$ cat src/rtl/serial_sub_pkg.sv
// rtl/serial_sub_pkg.sv - shared types and helpers for the bit-serial subtractor
package serial_sub_pkg;

    typedef enum logic [1:0] {
        IDLE = 2'd0,
        RUN  = 2'd1,
        DONE = 2'd2
    } state_t;

    // Bit-counter width for a given operand width; never below one bit.
    function automatic int cnt_width(input int width);
        return (width > 1) ? $clog2(width) : 1;
    endfunction

endpackage

$ cat src/rtl/full_subtractor.sv
// rtl/full_subtractor.sv - single-bit full subtractor cell (x - y - bin)
module full_subtractor (
    input  logic x,
    input  logic y,
    input  logic bin,
    output logic d,
    output logic bout
);

    assign d    = x ^ y ^ bin;
    assign bout = (~x & y) | (~x & bin) | (y & bin);

endmodule

$ cat src/rtl/serial_subtractor.sv
// rtl/serial_subtractor.sv - LSB-first bit-serial A-B with valid/ready in and out
module serial_subtractor
    import serial_sub_pkg::*;
#(
    parameter int WIDTH = 8
) (
    input  logic             clk,
    input  logic             rst,
    input  logic             in_valid,
    output logic             in_ready,
    input  logic [WIDTH-1:0] a,
    input  logic [WIDTH-1:0] b,
    output logic             out_valid,
    input  logic             out_ready,
    output logic [WIDTH-1:0] diff,
    output logic             borrow,
    output logic             ovf
);

    localparam int            CW       = cnt_width(WIDTH);
    localparam logic [CW-1:0] LAST_BIT = CW'(WIDTH - 1);

    state_t           state_q;
    logic             in_ready_q;
    logic             out_valid_q;
    logic [WIDTH-1:0] a_sh_q;
    logic [WIDTH-1:0] b_sh_q;
    logic [WIDTH-1:0] diff_q;
    logic [CW-1:0]    cnt_q;
    logic             bin_q;
    logic             a_msb_q;
    logic             b_msb_q;
    logic             borrow_q;
    logic             ovf_q;

    logic [WIDTH-1:0] a_sh_d;
    logic [WIDTH-1:0] b_sh_d;
    logic [WIDTH-1:0] diff_d;
    logic [CW-1:0]    cnt_d;
    logic             ovf_d;
    logic             last_bit;
    logic             d_bit;
    logic             bout_bit;

    full_subtractor u_full_subtractor (
        .x    (a_sh_q[0]),
        .y    (b_sh_q[0]),
        .bin  (bin_q),
        .d    (d_bit),
        .bout (bout_bit)
    );

    // Datapath next values for one RUN step; the difference fills in from the MSB end.
    always_comb begin
        a_sh_d   = {1'b0, a_sh_q[WIDTH-1:1]};
        b_sh_d   = {1'b0, b_sh_q[WIDTH-1:1]};
        diff_d   = {d_bit, diff_q[WIDTH-1:1]};
        cnt_d    = cnt_q + 1'b1;
        ovf_d    = (a_msb_q != b_msb_q) && (d_bit != a_msb_q);
        last_bit = (cnt_q == LAST_BIT);
    end

    always_ff @(posedge clk) begin
        if (rst) begin
            state_q     <= IDLE;
            in_ready_q  <= 1'b1;
            out_valid_q <= 1'b0;
            a_sh_q      <= '0;
            b_sh_q      <= '0;
            diff_q      <= '0;
            cnt_q       <= '0;
            bin_q       <= 1'b0;
            a_msb_q     <= 1'b0;
            b_msb_q     <= 1'b0;
            borrow_q    <= 1'b0;
            ovf_q       <= 1'b0;
        end else begin
            case (state_q)
                IDLE: begin
                    if (in_valid && in_ready_q) begin
                        a_sh_q     <= a;
                        b_sh_q     <= b;
                        a_msb_q    <= a[WIDTH-1];
                        b_msb_q    <= b[WIDTH-1];
                        bin_q      <= 1'b0;
                        cnt_q      <= '0;
                        in_ready_q <= 1'b0;
                        state_q    <= RUN;
                    end
                end
                RUN: begin
                    a_sh_q <= a_sh_d;
                    b_sh_q <= b_sh_d;
                    diff_q <= diff_d;
                    bin_q  <= bout_bit;
                    cnt_q  <= cnt_d;
                    if (last_bit) begin
                        borrow_q    <= bout_bit;
                        ovf_q       <= ovf_d;
                        out_valid_q <= 1'b1;
                        state_q     <= DONE;
                    end
                end
                DONE: begin
                    // No bypass: in_ready only rises after the result has been taken.
                    if (out_ready) begin
                        out_valid_q <= 1'b0;
                        in_ready_q  <= 1'b1;
                        state_q     <= IDLE;
                    end
                end
                default: begin
                    out_valid_q <= 1'b0;
                    in_ready_q  <= 1'b1;
                    state_q     <= IDLE;
                end
            endcase
        end
    end

    assign in_ready  = in_ready_q;
    assign out_valid = out_valid_q;
    assign diff      = diff_q;
    assign borrow    = borrow_q;
    assign ovf       = ovf_q;

endmodule

$ cat config.mk
export PLATFORM = sky130hd
export DESIGN_NAME = serial_subtractor
export DESIGN_NICKNAME = d
export VERILOG_FILES = /design/src/rtl/serial_sub_pkg.sv /design/src/rtl/full_subtractor.sv /design/src/rtl/serial_subtractor.sv
export SDC_FILE = /design/constraint.sdc
export NUM_CORES = 1
export LEC_CHECK = 0
export CAP_MARGIN = 20
export CELL_PAD_IN_SITES_DETAIL_PLACEMENT = 0
export CELL_PAD_IN_SITES_GLOBAL_PLACEMENT = 1
export CORE_AREA = 5 5 69 71
export CTS_CLUSTER_SIZE = 8
export DETAILED_ROUTE_END_ITERATION = 7
export DIE_AREA = 0 0 74 76
export PLACE_DENSITY = 0.9
export SETUP_SLACK_MARGIN = 0.5
export SYNTH_ARGS = -nofsm -noshare
export SYNTH_HDL_FRONTEND = slang
export SYNTH_HIERARCHICAL = 1
export SYNTH_SLANG_ARGS = --single-unit
$ cat constraint.sdc
create_clock -name clk -period 4.75 [get_ports clk]
set_clock_uncertainty 0.05 [all_clocks]
set_input_delay 0.7125 -clock clk [delete_from_list [all_inputs] [get_ports clk]]
set_output_delay 0.7125 -clock clk [all_outputs]
set_load 0.02 [all_outputs]
Yosys cells after proc, flatten, opt, wreduce, memory -nomap -nowiden
Index checks and enable logic that the tools add are counted.
Operators by class
  eq/ne operators: 8
  bitwise gates (word level): 10
  add/sub/neg operators: 1
  mux-type cells: 17
  reduce and logical (&&, ||, !) cells: 10
Operator list (number)
  case mux 8 bit (2 select lines): 2
  2-to-1 mux 8 bit: 2
  AND reduction 3 bit: 3
  2-to-1 mux 2 bit: 3
  != test 2 bit, second input constant: 3
  case mux 1 bit (3 select lines): 2
  case mux 2 bit (3 select lines): 1
  case mux 3 bit (2 select lines): 1
  AND reduction 2 bit: 3
  2-to-1 mux 1 bit: 4
  adder 3 x 1 -> 3 bit, second input constant: 1
  AND 1 bit: 3
  equality test 3 bit, second input constant: 1
  2-to-1 mux 3 bit: 1
  inverter 1 bit: 3
  equality test 2 x 1 -> 1 bit, second input constant: 1
  equality test 2 bit, second input constant: 1
  logical AND 1 bit: 2
  zero test 2 bit: 1
  != test 1 bit: 2
  OR 1 bit: 2
  case mux 1 bit (2 select lines): 1
  nonzero test 2 bit: 1
  bitwise XOR 1 bit: 2
Storage, ports and cells
  bits of input ports: 20
  output and inout bits: 12
  bits in registers: 36

Logic depth before layout (Yosys ltp)
Gate-level depths: netlist (run 1).
  word-level depth: 5
  depth in mapped cells: 6
  depth with buffers taken out: 6

Modules after synthesis
Netlist (run 1), hierarchy kept.
By module, submodules not included
  serial_subtractor: times used 1, area an instance 1532.7 um^2, seq. area each 720.7 um^2, cells each 167
  full_subtractor: times used 1, area an instance 27.5 um^2, seq. area each 0.0 um^2, cells each 3

Least setup slack after synthesis (run 1)
No wires, ideal clock.
  path type: in2reg
  start point: input in_valid
  end point: register a_sh_q[0]
  setup slack: 3.134 ns
  cell stages on the path: 4
  data required time: 4.605 ns
  arrival: 1.470 ns
  cells stage by stage: a21oi_1 -> nor2_2 -> buf_6 -> a221oi_1
Between the ends
  word-level cells in the longest chain between the ends: 3
Ends and longest elaborated chain
  from (decl): line serial_subtractor.sv:9  | input logic in_valid,
  logical AND 1 bit: line serial_subtractor.sv:80  | if (in_valid && in_ready_q) begin
  != test 2 bit (no source line)
  AND reduction 2 bit (no source line)
  to (signal assigned): line serial_subtractor.sv:92  | a_sh_q <= a_sh_d;
  to (decl): line serial_subtractor.sv:26  | logic [WIDTH-1:0] a_sh_q;
Every way passes these cells.
A chain may end at the register's enable or synchronous reset.

Worst setup path in the final report (run 1)
  start point: register in_ready_q, in the netlist in_ready
  end point: output in_ready
RTL lines
  from (decl): line serial_subtractor.sv:24  | logic in_ready_q;
  from (signal assigned): line serial_subtractor.sv:66  | in_ready_q <= 1'b1;
  from (signal assigned): line serial_subtractor.sv:87  | in_ready_q <= 1'b0;
  from (signal assigned): line serial_subtractor.sv:108  | in_ready_q <= 1'b1;
  to (decl): line serial_subtractor.sv:10  | output logic in_ready,
No word-level cell between the ends.

==> results of run 1 <==
[cell usage after synthesis]
cell,count
buf_2,2
buf_12,1
or2_2,1
buf_4,1
a21oi_1,21
o21ai_0,6
nor3_1,1
buf_6,3
nand4bb_1,1
nor2_2,1
and3b_1,1
a211oi_1,2
nand2_1,26
dfxtp_1,36
clkbuf_1,6
and2b_1,1
nand3b_1,2
and4bb_2,1
mux2i_1,14
inv_1,2
fa_1,1
o21bai_1,1
a221oi_2,1
o21a_1,1
ha_1,2
a221oi_1,13
nor2_1,19
nand2b_1,2
nand3_1,1
[stage by stage]
step | hold slack (ns) | util | area [um^2] | setup WS (ns)
after CTS | 0.412 | 0.461 | 1930 | 2.63
after global routing | 0.441 | 0.461 | 1930 | 2.56
final | 0.408 | 0.461 | 1930 | 2.64
after floorplan | 0.394 | - | 1560 | 3.13
after detailed placement | 0.404 | 0.445 | 1860 | 2.40
after global placement | 0.393 | 0.445 | 1860 | 2.44
[area by class of cell]
cell class,count,area (um^2)
multi-input combinational,119,738
timing repair buffer,33,325
inverter,2,7.51
sequential,36,721
clock buffer,5,68.8
tap,52,65.1
fill,424,2250
[metal layers]
| metal | global-route usage | share of wire | up-vias |
|---|---|---|---|
| met2 | 0.173 | 0.43 | 42 |
| met1 | 0.179 | 0.48 | 544 |
| met5 | 0 | 0 | - |
| li1 | - | - | 648 |
| met3 | 0.0488 | 0.076 | 5 |
| met4 | 0.0326 | 0.010 | 0 |
[state kept, by name, indices dropped and copies added, names as in the netlist]
name,cells
borrow,1
a_sh_q,8
b_sh_q,8
a_msb_q,1
in_ready,1
state_q,2
b_msb_q,1
bin_q,1
diff,8
cnt_q,3
out_valid,1
ovf,1
[path summary, 6_finish.rpt]
| kind | depth (start not counted) | endpoint |
|---|---|---|
| worst max-delay path | 1 | in_ready |
| worst min-delay path | 2 | diff[0] |
| worst max register to register | 4 | a_sh_q[1] |
| worst min register to register | 2 | diff[0] |
[cells by family after synthesis]
logic type      share of synthesized area
compound gates                      0.188
flops                               0.462
buf+inv                            0.0650
simple gates                        0.166
mux                                0.0898
fa+ha+maj                          0.0289
[power by group through the flow]
stage / sequential [W] / combinational, W / clock (W)
after CTS: 0.000337 / 0.000109 / 0.000192
after global routing: 0.000340 / 0.000121 / 0.000202
final: 0.000337 / 0.000108 / 0.000185
after floorplan: 0.000342 / 0.0000813 / 0
after global placement: 0.000343 / 0.000107 / 0
after detailed placement: 0.000344 / 0.000109 / 0
==> results.tsv, run 1 <==
stage	metric	value	unit
run_status	status	finished, final reports clean	
yosys	Yosys top cell area share	0.462	
clocking	clock latency on the worst-skew pair	0.28	ns
worst_setup_path	Worst R2R Start	state_q[1]	
sta	Final Hold Vio Count	0	
sta	Fmax	474	MHz
routing	Initial DRT Pass Iterations	5	
power_and_ir_drop	Sequential Power Share	0.535	
die	Initial Utilization	0.374	
yosys	register area share after synthesis	0.462	
power_and_ir_drop	clock group share of total power	0.294	
clocking	Worst-path clk slew	0.06	ns
sta	max-slew violation count	0	
worst_setup_path	CP max stage delay	0.64	ns
sta	crit path time final	2.11	ns
yosys	top post-synthesis cells by area	dfxtp_1, mux2i_1, a221oi_1	
worst_setup_path	WS Path Type	register to primary output	
sta	final period utilization	0.444	
worst_setup_path	family with the most delay on the worst path	buffers and inverters	
power_and_ir_drop	switch share	0.256	
hold_path	Hold Crit Start	diff[0]	
worst_setup_path	Data arrival, critical path	1.35	ns
power_and_ir_drop	internal power	0.000469	W
finish	most frequent cells in the layout	dfxtp_1, clkdlybuf4s50_1, nand2_1, a21oi_1, nor2_1	
sta	final setup violation count	0	
sta	setup_tns	0	ns
clocking	CTS HTree Levels	2	
die	die width	74	um
worst_setup_path	slowest CP cell	clkdlybuf4s50_1	
grt	Tot GR Track Use	0.125	
worst_setup_path	number of buffers and inverters on the critical path	1	
die	io pins	32	
clocking	Clock Sinks	36	
routing	1st-iter DRT viols	141	
yosys	Netlist Area Pre-Place	1560	um^2
worst_setup_path	CP required	3.99	ns
clocking	CTS resizes	0	
grt	first-pass GRT wire length	5580	um
sta	Slew Limit Headroom	0.379	
sta	Worst Tran Pin Value	0.931	ns
die	Die Span Y	76	um
power_and_ir_drop	Peak VDD IR	0.184	mV
yosys	register bit total from synthesis	36	
die	# rows	24	
routing	vias per cell	5.02	
yosys	syn nets	193	
routing	WL final	3240	um
clocking	CTS tree	done	
finish	area grow syn2layout	23.4	%
finish	commonest non-fill, non-tap cell in the layout	dfxtp_1	
worst_setup_path	critical path startpoint category	register	
power_and_ir_drop	Power Dens Cells	327	nW/um^2
worst_setup_path	Worst Path Max Fanout	7	
grt	initial antenna violation count	0	
yosys	Yosys warnings	6	
routing	DRC Markers	0	
finish	Nets	220	
worst_setup_path	Setup crit end kind	primary output	
yosys	leading area contributor after synthesis	dfxtp_1	
finish	share of layout cells above drive strength 1	0.0564	
die	DIE AREA	5620	um^2
grt	vias in the first global route	1186	
yosys	syn avg cell area	9.18	um^2
die	Core Region	4170	um^2
grt	gr ovfl total	0	
clocking	CTS Buf Count	5	
yosys	post-synth cell types	29	
placement	Buffers on Ports	31	
finish	Non-Filler Instances	247	
worst_setup_path	CP Launch Point	in_ready	
placement	Cells after DPL	242	
yosys	cells after synthesis	170	
worst_setup_path	Cell Chain, Critical Path	clkdlybuf4s50_1	
routing	vias post-DR	1239	
worst_setup_path	flop2flop setup slack	2.88	ns
routing	wire length per cell	13.1	um
clocking	CTS Buffer Depth	2	
finish	Antenna Cells	0	
hold_path	Hold Path Class	register to register	
placement	routability cong.	0.740	
flow_run	max cap viols	0	
clocking	CTS root buf	clkbuf_8	
routing	antenna-violating nets left	0	
clocking	cts hold-fix bufs	0	
power_and_ir_drop	Leak	0.751	nW
power_and_ir_drop	switching pwr	0.000161	W
grt	pin count of the biggest net entering global routing	37	
clocking	post-CTS setup buffers	0	
sta	RSZ-0062 raised after global routing	false	
placement	DP HPWL	2170	um
power_and_ir_drop	Logic pwr share	0.171	
power_and_ir_drop	post-layout power	0.000630	W
No activity file was read; power rests on OpenSTA's default activity.
==> run 2: changes to the inputs <==
--- a/config.mk
+++ b/config.mk
@@ -8,11 +8,11 @@
 export CAP_MARGIN = 20
 export CELL_PAD_IN_SITES_DETAIL_PLACEMENT = 0
 export CELL_PAD_IN_SITES_GLOBAL_PLACEMENT = 1
-export CORE_AREA = 5 5 69 71
+export CORE_AREA = 5 5 74 76
 export CTS_CLUSTER_SIZE = 8
 export DETAILED_ROUTE_END_ITERATION = 7
-export DIE_AREA = 0 0 74 76
-export PLACE_DENSITY = 0.9
+export DIE_AREA = 0 0 79 81
+export PLACE_DENSITY = 0.83
 export SETUP_SLACK_MARGIN = 0.5
 export SYNTH_ARGS = -nofsm -noshare
 export SYNTH_HDL_FRONTEND = slang
==> constraint.sdc (replaced) <==
create_clock -name clk -period 1.9 [get_ports clk]
set_clock_uncertainty 0.05 [all_clocks]
set_input_delay 0.285 -clock clk [delete_from_list [all_inputs] [get_ports clk]]
set_output_delay 0.285 -clock clk [all_outputs]
set_load 0.02 [all_outputs]
==> results.tsv, run 2 (synthesis gave the netlist of run 1 again) <==
stage	metric	value	unit	change
worst_setup_path	Data arrival, critical path	1.60	ns	was 1.35 ns
finish	most frequent cells in the layout	dfxtp_1, nand2_1, a21oi_1, nor2_1, clkdlybuf4s50_1		was dfxtp_1, clkdlybuf4s50_1, nand2_1, a21oi_1, nor2_1
clocking	CTS Buf Count	5		unchanged
finish	multi-input logic area	764	um^2	was 738 um^2
sta	final period utilization	0.786		
die	# rows	25		was 24
sta	max-slew violation count	0		unchanged
placement	routability cong.	0.741		was 0.740
grt	pin count of the biggest net entering global routing	37		unchanged
die	Die Span Y	81	um	was 76 um
flow_run	max cap viols	0		unchanged
hold_path	Hold Path Class	register to register		unchanged
die	die width	79	um	was 74 um
placement	Setup WS pre-CTS	0.0315	ns	was 2.40 ns
clocking	Clock Sinks	36		unchanged
routing	Initial DRT Pass Iterations	4		was 5
sta	Fmax	670	MHz	
worst_setup_path	critical path startpoint category	register		unchanged
routing	DRC Markers	0		unchanged
routing	1st-iter DRT viols	128		was 141
placement	Buffers on Ports	31		unchanged
power_and_ir_drop	post-layout power	0.00178	W	was 0.000630 W
die	Initial Utilization	0.335		was 0.374
routing	vias per cell	4.89		was 5.02
clocking	Worst-path clk slew	0.07	ns	was 0.06 ns
power_and_ir_drop	Peak VDD IR	0.375	mV	was 0.184 mV
finish	Nets	227		was 220
sta	Final Hold Vio Count	0		unchanged
power_and_ir_drop	Power Dens Cells	872	nW/um^2	was 327 nW/um^2
grt	first-pass GRT wire length	6000	um	was 5580 um
placement	Placed Area	1920	um^2	was 1860 um^2
finish	share of layout cells above drive strength 1	0.141		was 0.0564
die	io pins	32		unchanged
finish	area grow syn2layout	31.0	%	was 23.4%
worst_setup_path	CP required	2.01	ns	was 3.99 ns
routing	antenna-violating nets left	0		unchanged
sta	Slew Limit Headroom	0.750		was 0.379
sta	final critical-path setup slack	0.407	ns	was 2.64 ns
placement	DP HPWL	2220	um	was 2170 um
grt	initial antenna violation count	0		unchanged
worst_setup_path	Worst Path Max Fanout	3		was 7
finish	register area	726	um^2	was 721 um^2
finish	commonest non-fill, non-tap cell in the layout	dfxtp_1		unchanged
finish	post-route cell area	2040	um^2	was 1930 um^2
finish	Antenna Cells	0		unchanged
sta	final setup violation count	0		unchanged
clocking	CTS Buffer Depth	2		unchanged
worst_setup_path	Setup crit end kind	register		was primary output
worst_setup_path	WS Path Type	register to register		was register to primary output
grt	gr ovfl total	0		unchanged
power_and_ir_drop	Leak	0.861	nW	was 0.751 nW
finish	fillcell total	492		was 424
clocking	CTS HTree Levels	2		unchanged
routing	vias post-DR	1266		was 1239
run_status	status	finished, final reports clean		unchanged
routing	wire length per cell	13.1	um	about the same
die	Core Region	4660	um^2	was 4170 um^2
routing	WL final	3400	um	was 3240 um
clocking	clock latency on the worst-skew pair	0.28	ns	about the same
sta	RSZ-0062 raised after global routing	true		was false
sta	setup_tns	0	ns	unchanged
clocking	CTS tree	done		unchanged
sta	Worst Tran Pin Value	0.375	ns	was 0.931 ns
grt	Tot GR Track Use	0.118		was 0.125
sta	crit path time final	1.49	ns	
clocking	CTS root buf	clkbuf_8		unchanged
grt	vias in the first global route	1266		was 1186
die	DIE AREA	6400	um^2	was 5620 um^2
run 2: cell count changes in the layout (fill, tap and decap cells not counted), sizes merged:
cell,change
buf,+7
bufinv,+1
clkbuf,+2
clkdlybuf4s50,-12
clkinv,+1
dlygate4sd2,+11
run 2: path summary, 6_finish.rpt:
| kind | start | end | slack [ns] | depth (start not counted) |
|---|---|---|---|---|
| max | b_sh_q[0] | ovf | 0.41 | 5 |
| min | diff[0] | diff[0] | 0.40 | 2 |
| max reg2reg | b_sh_q[0] | ovf | 0.41 | 5 |
| min reg2reg | diff[0] | diff[0] | 0.40 | 2 |
run 2: final cells by class:
type                    instances  area share
clock buffers                   6      0.0355
clock inverters                 2      0.0171
inverters                       2     0.00367
multi-input cells             119       0.374
flip-flops and latches         36       0.355
well taps                      54      0.0330
repair buffers                 40       0.182
run 2: critical path, stage by stage (launching register included):
cell and delay (ns):
dfxtp_2 0.34, fa_1 0.53, inv_1 0.06, and3b_1 0.17
a211oi_2 0.15, nor3_1 0.06
run 2: power breakdown:
part	switching, W	internal [W]	total (W)
sequential	0.0000359	0.000809	0.000845
clock	0.000257	0.000389	0.000646
combinational	0.000148	0.000142	0.000291
run 2: routing by layer:
layer | track usage | share of wire | up-vias
met3 | 0.0488 | 0.063 | 2
met4 | 0.0309 | 0.0065 | 0
met5 | 0 | 0 | -
met2 | 0.175 | 0.42 | 31
li1 | - | - | 668
met1 | 0.159 | 0.51 | 565
run 2: timing repair:
| action | in CTS | in global routing |
|---|---|---|
| setup buffers | 0 | 1 |
| endpoints found under the hold margin | 0 | 0 |
| resized for setup | 15 | 6 |
| endpoints found under the setup margin | 28 | 24 |
| hold buffers | 0 | 0 |
| pin swaps | 0 | 1 |
run 2: stage by stage:
step	cells	hold slack [ns]	utilization
after floorplan	170	0.394	-
after global placement	250	0.394	0.413
after detailed placement	250	0.398	0.413
after CTS	258	0.405	0.434
after global routing	259	0.434	0.439
final	259	0.403	0.439
==> run 3: changes to the inputs <==
==> constraint.sdc (replaced) <==
create_clock -name clk -period 1.3 [get_ports clk]
set_clock_uncertainty 0.05 [all_clocks]
set_input_delay 0.195 -clock clk [delete_from_list [all_inputs] [get_ports clk]]
set_output_delay 0.195 -clock clk [all_outputs]
set_load 0.02 [all_outputs]
==> results.tsv, run 3 (synthesis gave the netlist of run 1 again) <==
stage	metric	value	unit	change
hold_path	Hold Path Class	register to register		unchanged
grt	initial antenna violation count	0		unchanged
grt	pin count of the biggest net entering global routing	37		unchanged
clocking	CTS Buf Count	5		unchanged
grt	gr ovfl total	0		unchanged
placement	DP HPWL	2290	um	was 2220 um
die	# rows	25		unchanged
sta	final period utilization	1.15		was 0.786
clocking	CTS root buf	clkbuf_8		unchanged
sta	RSZ-0062 raised after global routing	true		unchanged
finish	Antenna Cells	0		unchanged
flow_run	max cap viols	0		unchanged
routing	vias per cell	5.06		was 4.89
sta	Fin Hold WS	0.413	ns	was 0.403 ns
placement	Placed Area	2040	um^2	was 1920 um^2
clocking	CTS HTree Levels	2		unchanged
worst_setup_path	Worst R2R Start	b_sh_q[0]		unchanged
hold_path	Hold Crit Start	out_valid		was diff[0]
routing	wire length per cell	14.8	um	was 13.1 um
clocking	CTS Buffer Depth	2		unchanged
die	die width	79	um	unchanged
sta	setup_tns	-0.436	ns	was 0 ns
die	DIE AREA	6400	um^2	unchanged
worst_setup_path	Cell Chain, Critical Path	fa_1 > inv_2 > and3b_1 > a211oi_2 > nor3_2		was fa_1 > inv_1 > and3b_1 > a211oi_2 > nor3_1
finish	area grow syn2layout	69.6	%	was 31.0%
sta	crit path time final	1.50	ns	was 1.49 ns
power_and_ir_drop	Peak VDD IR	0.405	mV	was 0.375 mV
power_and_ir_drop	Leak	1.09	nW	was 0.861 nW
run_status	failing checks	setup timing		
die	io pins	32		unchanged
clocking	Worst-path clk slew	0.07	ns	about the same
finish	multi-input logic area	921	um^2	was 764 um^2
sta	Worst Tran Pin Value	0.342	ns	was 0.375 ns
worst_setup_path	CP required	1.42	ns	was 2.01 ns
worst_setup_path	WS Path Type	register to register		unchanged
grt	vias in the first global route	1484		was 1266
worst_setup_path	Data arrival, critical path	1.62	ns	was 1.60 ns
sta	Slew Limit Headroom	0.772		was 0.750
die	Core Region	4660	um^2	unchanged
worst_setup_path	Worst setup endpoint	ovf		unchanged
worst_setup_path	Crit. path cell count	5		unchanged
finish	register area	749	um^2	was 726 um^2
sta	max-slew violation count	0		unchanged
power_and_ir_drop	Power Dens Cells	1060	nW/um^2	was 872 nW/um^2
die	Initial Utilization	0.335		unchanged
worst_setup_path	Setup crit end kind	register		unchanged
worst_setup_path	CP max stage delay	0.57	ns	was 0.53 ns
die	Die Span Y	81	um	unchanged
placement	routability cong.	0.709		was 0.741
worst_setup_path	Worst R2R Path Depth	5		unchanged
finish	share of layout cells above drive strength 1	0.492		was 0.141
worst_setup_path	Worst Path Max Fanout	3		unchanged
sta	Fmax	667	MHz	was 670 MHz
finish	Core Util, Final	0.568		was 0.439
worst_setup_path	critical path startpoint category	register		unchanged
grt	Tot GR Track Use	0.138		was 0.118
routing	antenna-violating nets left	0		unchanged
finish	commonest non-fill, non-tap cell in the layout	buf_6		was dfxtp_1
worst_setup_path	reg2reg end	ovf		unchanged
worst_setup_path	family with the most delay on the worst path	adder cells		unchanged
routing	DRC Markers	0		unchanged
routing	vias post-DR	1497		was 1266
placement	Setup WS pre-CTS	-0.235	ns	was 0.0315 ns
finish	Nets	265		was 227
grt	first-pass GRT wire length	7020	um	was 6000 um
finish	fillcell total	405		was 492
worst_setup_path	flop2flop setup slack	-0.20	ns	was 0.41 ns
sta	final setup violation count	5		was 0
finish	post-route cell area	2650	um^2	was 2040 um^2
routing	Initial DRT Pass Iterations	4		unchanged
run_status	status	complete, but fails checks		was finished, final reports clean
finish	most frequent cells in the layout	buf_6, buf_4, a21oi_1, dfxtp_1, clkdlybuf4s50_1		was dfxtp_1, nand2_1, a21oi_1, nor2_1, clkdlybuf4s50_1
routing	WL final	4390	um	was 3400 um
clocking	CTS tree	done		unchanged
worst_setup_path	number of buffers and inverters on the critical path	1		unchanged
clocking	clock latency on the worst-skew pair	0.28	ns	about the same
clocking	Clock Sinks	36		unchanged
routing	1st-iter DRT viols	133		was 128
placement	Buffers on Ports	31		unchanged
sta	Final Hold Vio Count	0		unchanged
worst_setup_path	CP Launch Point	b_sh_q[0]		unchanged
sta	final critical-path setup slack	-0.198	ns	was 0.407 ns
worst_setup_path	slowest CP cell	fa_1		unchanged
[run 3: changes by cell type in the layout (fill, tap and decap cells not counted), moves of 3 or more]
cell and delta:
buf_6 +26, buf_4 +16, dfxtp_1 -13, nand2_1 -11
nand2_2 +11, dfxtp_2 +10, dlygate4sd2_1 -10, nor2_1 -7
nor2_2 +5, buf_12 +4, nand2b_4 +4, dfxtp_4 +3
[run 3: cell type report]
class / count / area share
Tap cell: 54 / 0.0255
Inverter: 2 / 0.00284
Sequential cell: 36 / 0.283
Clock buffer: 7 / 0.0364
Timing Repair Buffer: 76 / 0.304
Multi-Input combinational cell: 121 / 0.348
[run 3: worst min-delay path by stage]
stage,end,slack (ns),cells after the start
5_1_grt,borrow,0.43,2
3_5_place_dp,out_valid,0.40,2
2_1_floorplan,state_q[1],0.30,3
4_1_cts,borrow,0.41,2
3_3_place_gp,diff[0],0.39,2
6_report,out_valid,0.41,2
[run 3: metal layers]
layer,wire (um),global-route usage,up-vias
li1,-,-,751
met1,1970,0.174,715
met2,2170,0.227,29
met3,224,0.0499,2
met4,22,0.0275,0
met5,0,0,-
[run 3: repair_timing]
action,in CTS,in global routing
hold buffers,0,0
gates resized for setup,125,8
gates cloned,5,0
pin swaps,19,0
endpoints found under the setup margin,48,48
setup buffers,22,8
[run 3: worst reg2reg max path: stages, from the launching register on]
cell and delay, ns:
dfxtp_2 0.34, fa_1 0.57, inv_2 0.05, and3b_1 0.17, a211oi_2 0.16, nor3_2 0.05
[run 3: through the flow]
stage                     power, W  cells
after floorplan            0.00158    170
after global placement     0.00173    254
after detailed placement   0.00173    254
after CTS                  0.00279    288
after global routing       0.00295    296
final                      0.00281    296
[run 3: power breakdown]
| group | total (W) | switching, W | internal, W | leakage (nW) |
|---|---|---|---|---|
| clock | 0.000857 | 0.000385 | 0.000472 | 0.0503 |
| sequential | 0.00125 | 0.0000679 | 0.00118 | 0.303 |
| combinational | 0.000707 | 0.000302 | 0.000404 | 0.737 |
